[config.mk]
export PLATFORM = sky130hd
export DESIGN_NAME = if_fetch
export DESIGN_NICKNAME = d
export VERILOG_FILES = /design/src/rtl/if_fetch.sv
export SDC_FILE = /design/constraint.sdc
export NUM_CORES = 1
export LEC_CHECK = 0
export ABC_AREA = 1
export BUFFER_PORTS_ARGS = -buffer_cell sky130_fd_sc_hd__buf_2
export CAP_MARGIN = 20
export CORE_MARGIN = 2
export CORE_UTILIZATION = 38
export CTS_CLUSTER_DIAMETER = 60
export DETAILED_ROUTE_END_ITERATION = 12
export HOLD_SLACK_MARGIN = 0.03
export SLEW_MARGIN = 20
export SYNTH_ARGS = -nofsm -noshare
export SYNTH_HDL_FRONTEND = slang
export SYNTH_SLANG_ARGS = --single-unit
[constraint.sdc]
create_clock -name clk -period 4.6 [get_ports clk]
set_input_delay 0.46 -clock clk [delete_from_list [all_inputs] [get_ports clk]]
set_output_delay 0.46 -clock clk [all_outputs]
set_load 0.03 [all_outputs]
[src/rtl/if_fetch.sv]
// Instruction fetch stage: owns the PC, issues credit-limited word requests to imem and
// buffers returned {addr, inst} pairs for if_id. Define IF_BYPASS_EN to forward a response straight to the output when the buffer is empty.
module if_fetch #(
    parameter logic [31:0] RESET_PC   = 32'h0000_0000,
    parameter int          FIFO_DEPTH = 2
) (
    input  logic        clk,
    input  logic        rstn,
    input  logic        hold_i,
    input  logic        jump_en_i,
    input  logic [31:0] jump_addr_i,
    output logic        imem_req_o,
    output logic [31:0] imem_addr_o,
    input  logic        imem_rvalid_i,
    input  logic [31:0] imem_rdata_i,
    output logic        inst_valid_o,
    output logic [31:0] inst_o,
    output logic [31:0] instaddr_o
);
    localparam int PTR_W = (FIFO_DEPTH > 1) ? $clog2(FIFO_DEPTH) : 1;
    localparam int CNT_W = $clog2(FIFO_DEPTH) + 1;
    localparam logic [31:0]      NOP     = 32'h0000_0013;
    localparam logic [CNT_W-1:0] DEPTH_C = CNT_W'(FIFO_DEPTH);

    typedef enum logic [1:0] {
        IDLE,
        FETCH,
        FLUSH
    } state_t;

    state_t state, state_nxt;

    logic [31:0]      pc, pc_nxt;
    logic [CNT_W-1:0] outstanding, outstanding_nxt;

    // Addresses of in-flight requests, popped in order as responses return.
    logic [31:0]      aq_mem [FIFO_DEPTH];
    logic [PTR_W-1:0] aq_wr, aq_rd;

    logic [31:0]      fq_inst [FIFO_DEPTH];
    logic [31:0]      fq_addr [FIFO_DEPTH];
    logic [PTR_W-1:0] fq_wr, fq_rd;
    logic [CNT_W-1:0] fq_cnt, fq_cnt_nxt;

    logic credit_ok;
    logic issue;
    logic jump_act;
    logic resp_acc;
    logic resp_keep;
    logic fq_empty;
    logic fq_push;
    logic fq_pop;
    logic fq_flush;
    logic byp_take;
    logic byp_consume;

    logic [1:0] unused_jump_lsb;
    assign unused_jump_lsb = jump_addr_i[1:0];

    assign fq_empty = (fq_cnt == '0);

    always_comb begin
        credit_ok = ({1'b0, outstanding} + {1'b0, fq_cnt}) < {1'b0, DEPTH_C};
        jump_act  = jump_en_i && (state != IDLE);
        issue     = (state == FETCH) && credit_ok && !jump_en_i;
        // A response with nothing outstanding is a leftover from before reset.
        resp_acc  = imem_rvalid_i && (outstanding != '0);
        resp_keep = resp_acc && (state == FETCH) && !jump_en_i;
    end

`ifdef IF_BYPASS_EN
    assign byp_take = resp_keep && fq_empty;
`else
    assign byp_take = 1'b0;
`endif

    assign byp_consume = byp_take && !hold_i;
    assign fq_pop      = !fq_empty && !hold_i && !jump_en_i;
    assign fq_push     = resp_keep && !byp_consume;
    assign fq_flush    = jump_act;

    assign imem_req_o  = issue;
    assign imem_addr_o = (state == IDLE) ? 32'h0 : pc;

    always_comb begin
        inst_valid_o = 1'b0;
        inst_o       = NOP;
        instaddr_o   = 32'h0;
        if (!fq_empty) begin
            inst_valid_o = 1'b1;
            inst_o       = fq_inst[fq_rd];
            instaddr_o   = fq_addr[fq_rd];
        end else if (byp_take) begin
            inst_valid_o = 1'b1;
            inst_o       = imem_rdata_i;
            instaddr_o   = aq_mem[aq_rd];
        end
    end

    always_comb begin
        outstanding_nxt = outstanding + CNT_W'(issue) - CNT_W'(resp_acc);

        fq_cnt_nxt = fq_cnt + CNT_W'(fq_push) - CNT_W'(fq_pop);
        if (fq_flush) begin
            fq_cnt_nxt = '0;
        end

        pc_nxt = pc;
        if (jump_act) begin
            pc_nxt = {jump_addr_i[31:2], 2'b00};
        end else if (issue) begin
            pc_nxt = pc + 32'd4;
        end
    end

    always_comb begin
        state_nxt = state;
        case (state)
            IDLE: begin
                state_nxt = FETCH;
            end
            FETCH: begin
                if (jump_act && (outstanding_nxt != '0)) begin
                    state_nxt = FLUSH;
                end
            end
            FLUSH: begin
                // Stale responses drain here; a further jump only retargets pc.
                if (outstanding_nxt == '0) begin
                    state_nxt = FETCH;
                end
            end
            default: begin
                state_nxt = IDLE;
            end
        endcase
    end

    always_ff @(posedge clk or posedge rstn) begin
        if (rstn) begin
            state       <= IDLE;
            pc          <= RESET_PC;
            outstanding <= '0;
            aq_wr       <= '0;
            aq_rd       <= '0;
            fq_wr       <= '0;
            fq_rd       <= '0;
            fq_cnt      <= '0;
        end else begin
            state       <= state_nxt;
            pc          <= pc_nxt;
            outstanding <= outstanding_nxt;
            fq_cnt      <= fq_cnt_nxt;
            if (issue) begin
                aq_wr <= aq_wr + PTR_W'(1);
            end
            if (resp_acc) begin
                aq_rd <= aq_rd + PTR_W'(1);
            end
            if (fq_flush) begin
                fq_wr <= '0;
                fq_rd <= '0;
            end else begin
                if (fq_push) begin
                    fq_wr <= fq_wr + PTR_W'(1);
                end
                if (fq_pop) begin
                    fq_rd <= fq_rd + PTR_W'(1);
                end
            end
        end
    end

    // Storage is not reset; occupancy is tracked by the pointers and counts above.
    always_ff @(posedge clk) begin
        if (issue) begin
            aq_mem[aq_wr] <= pc;
        end
        if (fq_push) begin
            fq_inst[fq_wr] <= imem_rdata_i;
            fq_addr[fq_wr] <= aq_mem[aq_rd];
        end
    end

endmodule

# [After elaboration in Yosys (flattened, before gate mapping)]
# Memory sizes are Yosys's and may differ from the RTL's.
# Index checks and enable logic that the tools add are counted.
[op_classes] n_reduce_logical=22 mux=18 magnitude_cmp=1 n_eq_ne=4 n_addsub=10
[ops] operator="32-bit 2-to-1 mux" n=5
[ops] operator="32-bit by 3-bit adder with 32-bit output (second input constant)" n=1
[ops] operator="2-bit nonzero test" n=6
[ops] operator="1-bit logical AND" n=9
[ops] operator="1-bit 2-to-1 mux" n=9
[ops] operator="2-bit logical NOT" n=3
[ops] operator="2-bit 2-to-1 mux" n=3
[ops] operator="2-bit one-hot mux with 3 select lines" n=1
[ops] operator="1-bit adder (second input constant)" n=4
[ops] operator="2-bit by 1-bit adder with 2-bit output" n=2
[ops] operator="2-bit by 1-bit subtractor with 2-bit output" n=2
[ops] operator="2-bit by 2-bit adder with 3-bit output" n=1
[ops] operator="1-bit logical NOT" n=3
[ops] operator="3-bit by 2-bit less-than comparator with 1-bit output (second input constant)" n=1
[ops] operator="2-bit by 1-bit == test with 1-bit output (second input constant)" n=1
[ops] operator="2-bit == test (second input constant)" n=1
[ops] operator="2-bit by 1-bit inequality test with 1-bit output (second input constant)" n=1
[ops] operator="2-bit inequality test (second input constant)" n=1
[ops] operator="2-bit AND reduction" n=1
[word_totals] ramBits=192 out_inout_bits=98 mem_count=3 regBits=42 inputBits=69
[mem_list] name="aq_mem" words=2 word_bits=32 rd=1 rd_ports_with_merged_regs=0 wr=1 line="37" text="logic [31:0] aq_mem [FIFO_DEPTH];"
[mem_list] name="fq_addr" words=2 word_bits=32 rd=1 rd_ports_with_merged_regs=0 wr=1 line="41" text="logic [31:0] fq_addr [FIFO_DEPTH];"
[mem_list] name="fq_inst" words=2 word_bits=32 rd=1 rd_ports_with_merged_regs=0 wr=1 line="40" text="logic [31:0] fq_inst [FIFO_DEPTH];"

# [Logic depth before layout (Yosys ltp)]
[logic_depth] depth_word=10 ltp_mapped=13 mapped_depth_nobuf=12

# [Least setup slack after synthesis]
# OpenSTA, ideal clock, no wires.
[synth_timing] kind="input port to flip-flop" start="input port imem_rvalid_i" end="memory fq_addr[0][10] (enable)" arrival_ns=3.404 setup_slack_ns=0.713 cell_stages=4 n_path_buf=0 setup_ns=0.482 path_cell_list="o21ai_0 > inv_1 > nand3_1 > nor2_1"
[synth_between] elab_chain_len=5
[synth_rtl] element="start: declaration" line="14" text="input logic imem_rvalid_i,"
[synth_rtl] element="1-bit logical AND" line="67" text="resp_acc = imem_rvalid_i && (outstanding != '0);"
[synth_rtl] element="net resp_acc" line="48" text="logic resp_acc;"
[synth_rtl] element="1-bit logical AND (2 in a row)" line="68" text="resp_keep = resp_acc && (state == FETCH) && !jump_en_i;"
[synth_rtl] element="1-bit 2-to-1 mux" line="179" text="if (fq_push) begin"
[synth_rtl] element="1-bit 2-to-1 mux (implied by the code)" line="181" text="fq_addr[fq_wr] <= aq_mem[aq_rd];"
[synth_rtl] element="end: declaration" line="41"
# The timed path passes the listed nets, and every way through them passes these cells.

# [Final worst setup path]
[layout_timing] start="register fq_cnt[0]" end="output port imem_req_o"
[layout_between] elab_chain_len=4
[layout_rtl] element="start: declaration" line="43" text="logic [CNT_W-1:0] fq_cnt, fq_cnt_nxt;"
[layout_rtl] element="start signal: assignment" line="153" text="fq_cnt <= fq_cnt_nxt;"
[layout_rtl] element="2-bit by 2-bit adder with 3-bit output" line="63" text="credit_ok = ({1'b0, outstanding} + {1'b0, fq_cnt}) < {1'b0, DEPTH_C};"
[layout_rtl] element="3-bit by 2-bit less-than comparator with 1-bit output" line="63"
[layout_rtl] element="1-bit logical AND (2 in a row)" line="65" text="issue = (state == FETCH) && credit_ok && !jump_en_i;"
[layout_rtl] element="end: declaration" line="12" text="output logic imem_req_o,"
# Every way passes these cells.

==> results.json <==
{
  "crit_required_ns": 4.14,
  "drc": 0,
  "dieArea_um2": 27100,
  "fin_area_um2": 11800,
  "grt_pass1_vias": 6418,
  "drt-wirelength-per-cell_um": 15.0,
  "cp-start-kind": "flop",
  "clk_pin_slew_ns": 0.06,
  "antenna_found_initial": 0,
  "grt_start_max_net_pins": 65,
  "cp_max_fo": 11,
  "tightestPinTransition_ns": 1.00,
  "area_growth_pct": 20.4,
  "cts.sinks": 224,
  "path_class": "flop to primary output",
  "p_switching_uw": 3510,
  "gp_congestion": 0.797,
  "period_share_pct": 64.5,
  "max_freq_mhz": 337,
  "cap_viol_max_count": 0,
  "post-cts-setup-buffers": 0,
  "hold_buffers": 0,
  "tns_ns": 0,
  "antennaDiodeCount": 0,
  "firstDrtPassIters": 5,
  "detail_route.iter0.violations": 411,
  "p_comb_share_pct": 38.3,
  "cts_tree": "done",
  "grt_pass1_wl_um": 34100,
  "cp.arrival_ns": 2.51,
  "cts_inserted_buffers": 26,
  "yosysTopAreaCellShare_pct": 56.4,
  "dp_hpwl_um": 14000,
  "cts_resized": 0,
  "syn_area_um2": 9790,
  "internal_power_uw": 4910,
  "initial_core_util_pct": 38.8,
  "cp_slowest_stage_delay_ns": 0.43,
  "drt-total-wl_um": 22100,
  "rows": 58,
  "swShare_pct": 41.7,
  "ys.warnings.count": 0,
  "clockBufferDepth": 3,
  "synth_flop_cell": "edfxtp_1",
  "drt.antenna.violating_nets": 0,
  "ys_ff_latch": 224,
  "fin_crit_ns": 2.97,
  "p_seq_share_pct": 36.5,
  "ioPinCount": 167,
  "leakage_uw": 0.00503,
  "drive_gt1_share_pct": 20.7,
  "rsz0062_at_grt": "false",
  "drv_slew": 0,
  "core_um2": 25300,
  "htree_levels": 1,
  "vias_per_cell": 4.76,
  "avgSynthCellArea_um2": 10.1,
  "hp-class": "input port to async pin",
  "setup_viol": 0,
  "grt_use_total_pct": 16.0,
  "vias": 7014,
  "p_per_area_nw_per_um2": 714,
  "port-buffer-count": 160,
  "die_h_um": 165,
  "seq_area_frac_synth_pct": 66.6,
  "grt-ovfl-total": 0,
  "dpl_cell_area_um2": 10900,
  "crit_slowest_cell": "fa_1",
  "dp.cells": 1426,
  "hold_slack_ns": 0.0757,
  "p_clk_share_pct": 25.2,
  "synth_cell_types": 38,
  "skew_ns": 0.0108,
  "ys_top_cells_by_area": "edfxtp_1 56%, nand2_1 14%, dfrtp_1 10%",
  "worst_setup_path_end_kind": "primary output",
  "yosys.area.top_type": "edfxtp_1",
  "ir_drop_uv": 427,
  "status": "completed",
  "final_util_pct": 46.7,
  "final_cells": 1473,
  "synth_edf_count": 184,
  "async_reset_ff_share_pct": 17.9,
  "finalHoldViolCount": 0,
  "insertion_delay_ns": 0.52,
  "nets": 1199,
  "slew-limit-headroom_pct": 33.3,
  "die_w_um": 165,
  "cts-root-buf": "clkbuf_16",
  "syn_inst": 969,
  "cp_cell_sequence": "nand2_1, inv_1, fa_1, nor2_1, nand3_2, inv_4, buf_2"
}
## registers in the layout, summed over array words and instances, names as in the netlist
| register | cells |
|---|---|
| aq_wr | 1 |
| aq_rd | 1 |
| fq_wr | 1 |
| state | 2 |
| fq_rd | 1 |
| fq_inst | 64 |
| pc | 30 |
| outstanding | 2 |
| fq_cnt | 2 |
| aq_mem | 60 |
| fq_addr | 60 |
## critical path: cells and delay by family, from the launching register on
| kind | cells | cell delay, ns |
|---|---|---|
| buf+inv | 3 | 0.55 |
| fa+ha+maj | 1 | 0.43 |
| flops | 1 | 0.42 |
| simple gates | 3 | 0.59 |
## power by group through the flow
stage          sequential, uW  combinational (uW)  clock, uW
2_1_floorplan            3000                2400          0
3_3_place_gp             3090                3220          0
3_5_place_dp             3110                3260          0
4_1_cts                  3070                3270       2170
5_1_grt                  3130                3590       2250
6_report                 3080                3230       2120
## placed cells by master (no fill, tap or decap), types with 3 or more instances in the layout
cell type / synthesis / final
inv_1: 53 / 53
nor2_2: 6 / 6
o21ai_0: 19 / 19
nand3_1: 37 / 37
dfrtp_1: 40 / 39
a21oi_1: 81 / 81
nor3_1: 5 / 5
ha_1: 5 / 5
nor2_1: 100 / 95
clkinv_2: 0 / 3
conb_1: 1 / 4
inv_2: 3 / 3
nor2_4: 5 / 10
clkinv_1: 0 / 3
o211ai_1: 3 / 3
clkbuf_1: 21 / 4
bufinv_16: 0 / 4
clkbuf_16: 0 / 27
nand2_1: 358 / 358
edfxtp_1: 184 / 184
clkinv_4: 0 / 3
buf_4: 5 / 8
xor2_1: 4 / 4
buf_2: 9 / 160
## final timing paths
check	startpoint	to	slack (ns)	cells past startpoint
min reg2reg	aq_mem[0][2]	fq_addr[1][2]	0.54	2
min	rstn	pc[2]	0.08	3
max in group asynchronous	rstn	fq_rd	4.10	3
min in group clk	imem_rdata_i[8]	fq_inst[1][8]	0.13	1
max	fq_cnt[0]	imem_req_o	1.63	7
max reg2reg	state[0]	pc[16]	1.86	10
## metal layers
| layer | vias to the layer above | share of wire (%) | global-route usage, % |
|---|---|---|---|
| li1 | 3518 | - | - |
| met1 | 3247 | 47 | 22.7 |
| met2 | 211 | 45 | 25.2 |
| met3 | 38 | 6.2 | 2.71 |
| met4 | 0 | 2.2 | 4.82 |
| met5 | - | 0 | 0 |
## cells in the mapped netlist, types with 2 or more instances
master	count
o21ai_0	19
and2_1	2
edfxtp_1	184
nor2_2	6
buf_2	9
buf_1	5
ha_1	5
inv_4	2
clkbuf_1	21
o22ai_1	2
nor2_1	100
a21oi_1	81
inv_2	3
nor3_1	5
o211ai_1	3
nor2_4	5
buf_6	4
xor2_1	4
nand2_1	358
nand3_1	37
nand3b_1	2
dfrtp_1	40
inv_1	53
buf_4	5
## cells by family (layout without fill, tap and decap cells)
group	after synthesis	after routing	share of synthesized area, %
AOI/OAI and AO/OA	111	111	5.95
other	1	4	0.0383
DFF	224	224	66.6
buffers and inverters	102	273	4.57
and+or+nand+nor	520	520	21.5
xor gates and xnor gates	5	5	0.447
adders and majority gates	6	6	0.843
## through the flow
step / setup slack, ns / total power [uW]
6_report: 1.63 / 8420
5_1_grt: 1.47 / 8970
4_1_cts: 1.57 / 8510
3_5_place_dp: 1.80 / 6370
3_3_place_gp: 1.85 / 6300
2_1_floorplan: 0.713 / 5400
## final cells by class
cell class                      count  area [um2]
Clock inverter                     14         181
Timing Repair Buffer              168         861
Fill cell                        2370       13500
Inverter                           58         223
Multi-Input combinational cell    646        2870
Tap cell                          330         413
Sequential cell                   224        6530
Clock buffer                       33         718
No activity file was read; power rests on OpenSTA's default activity.
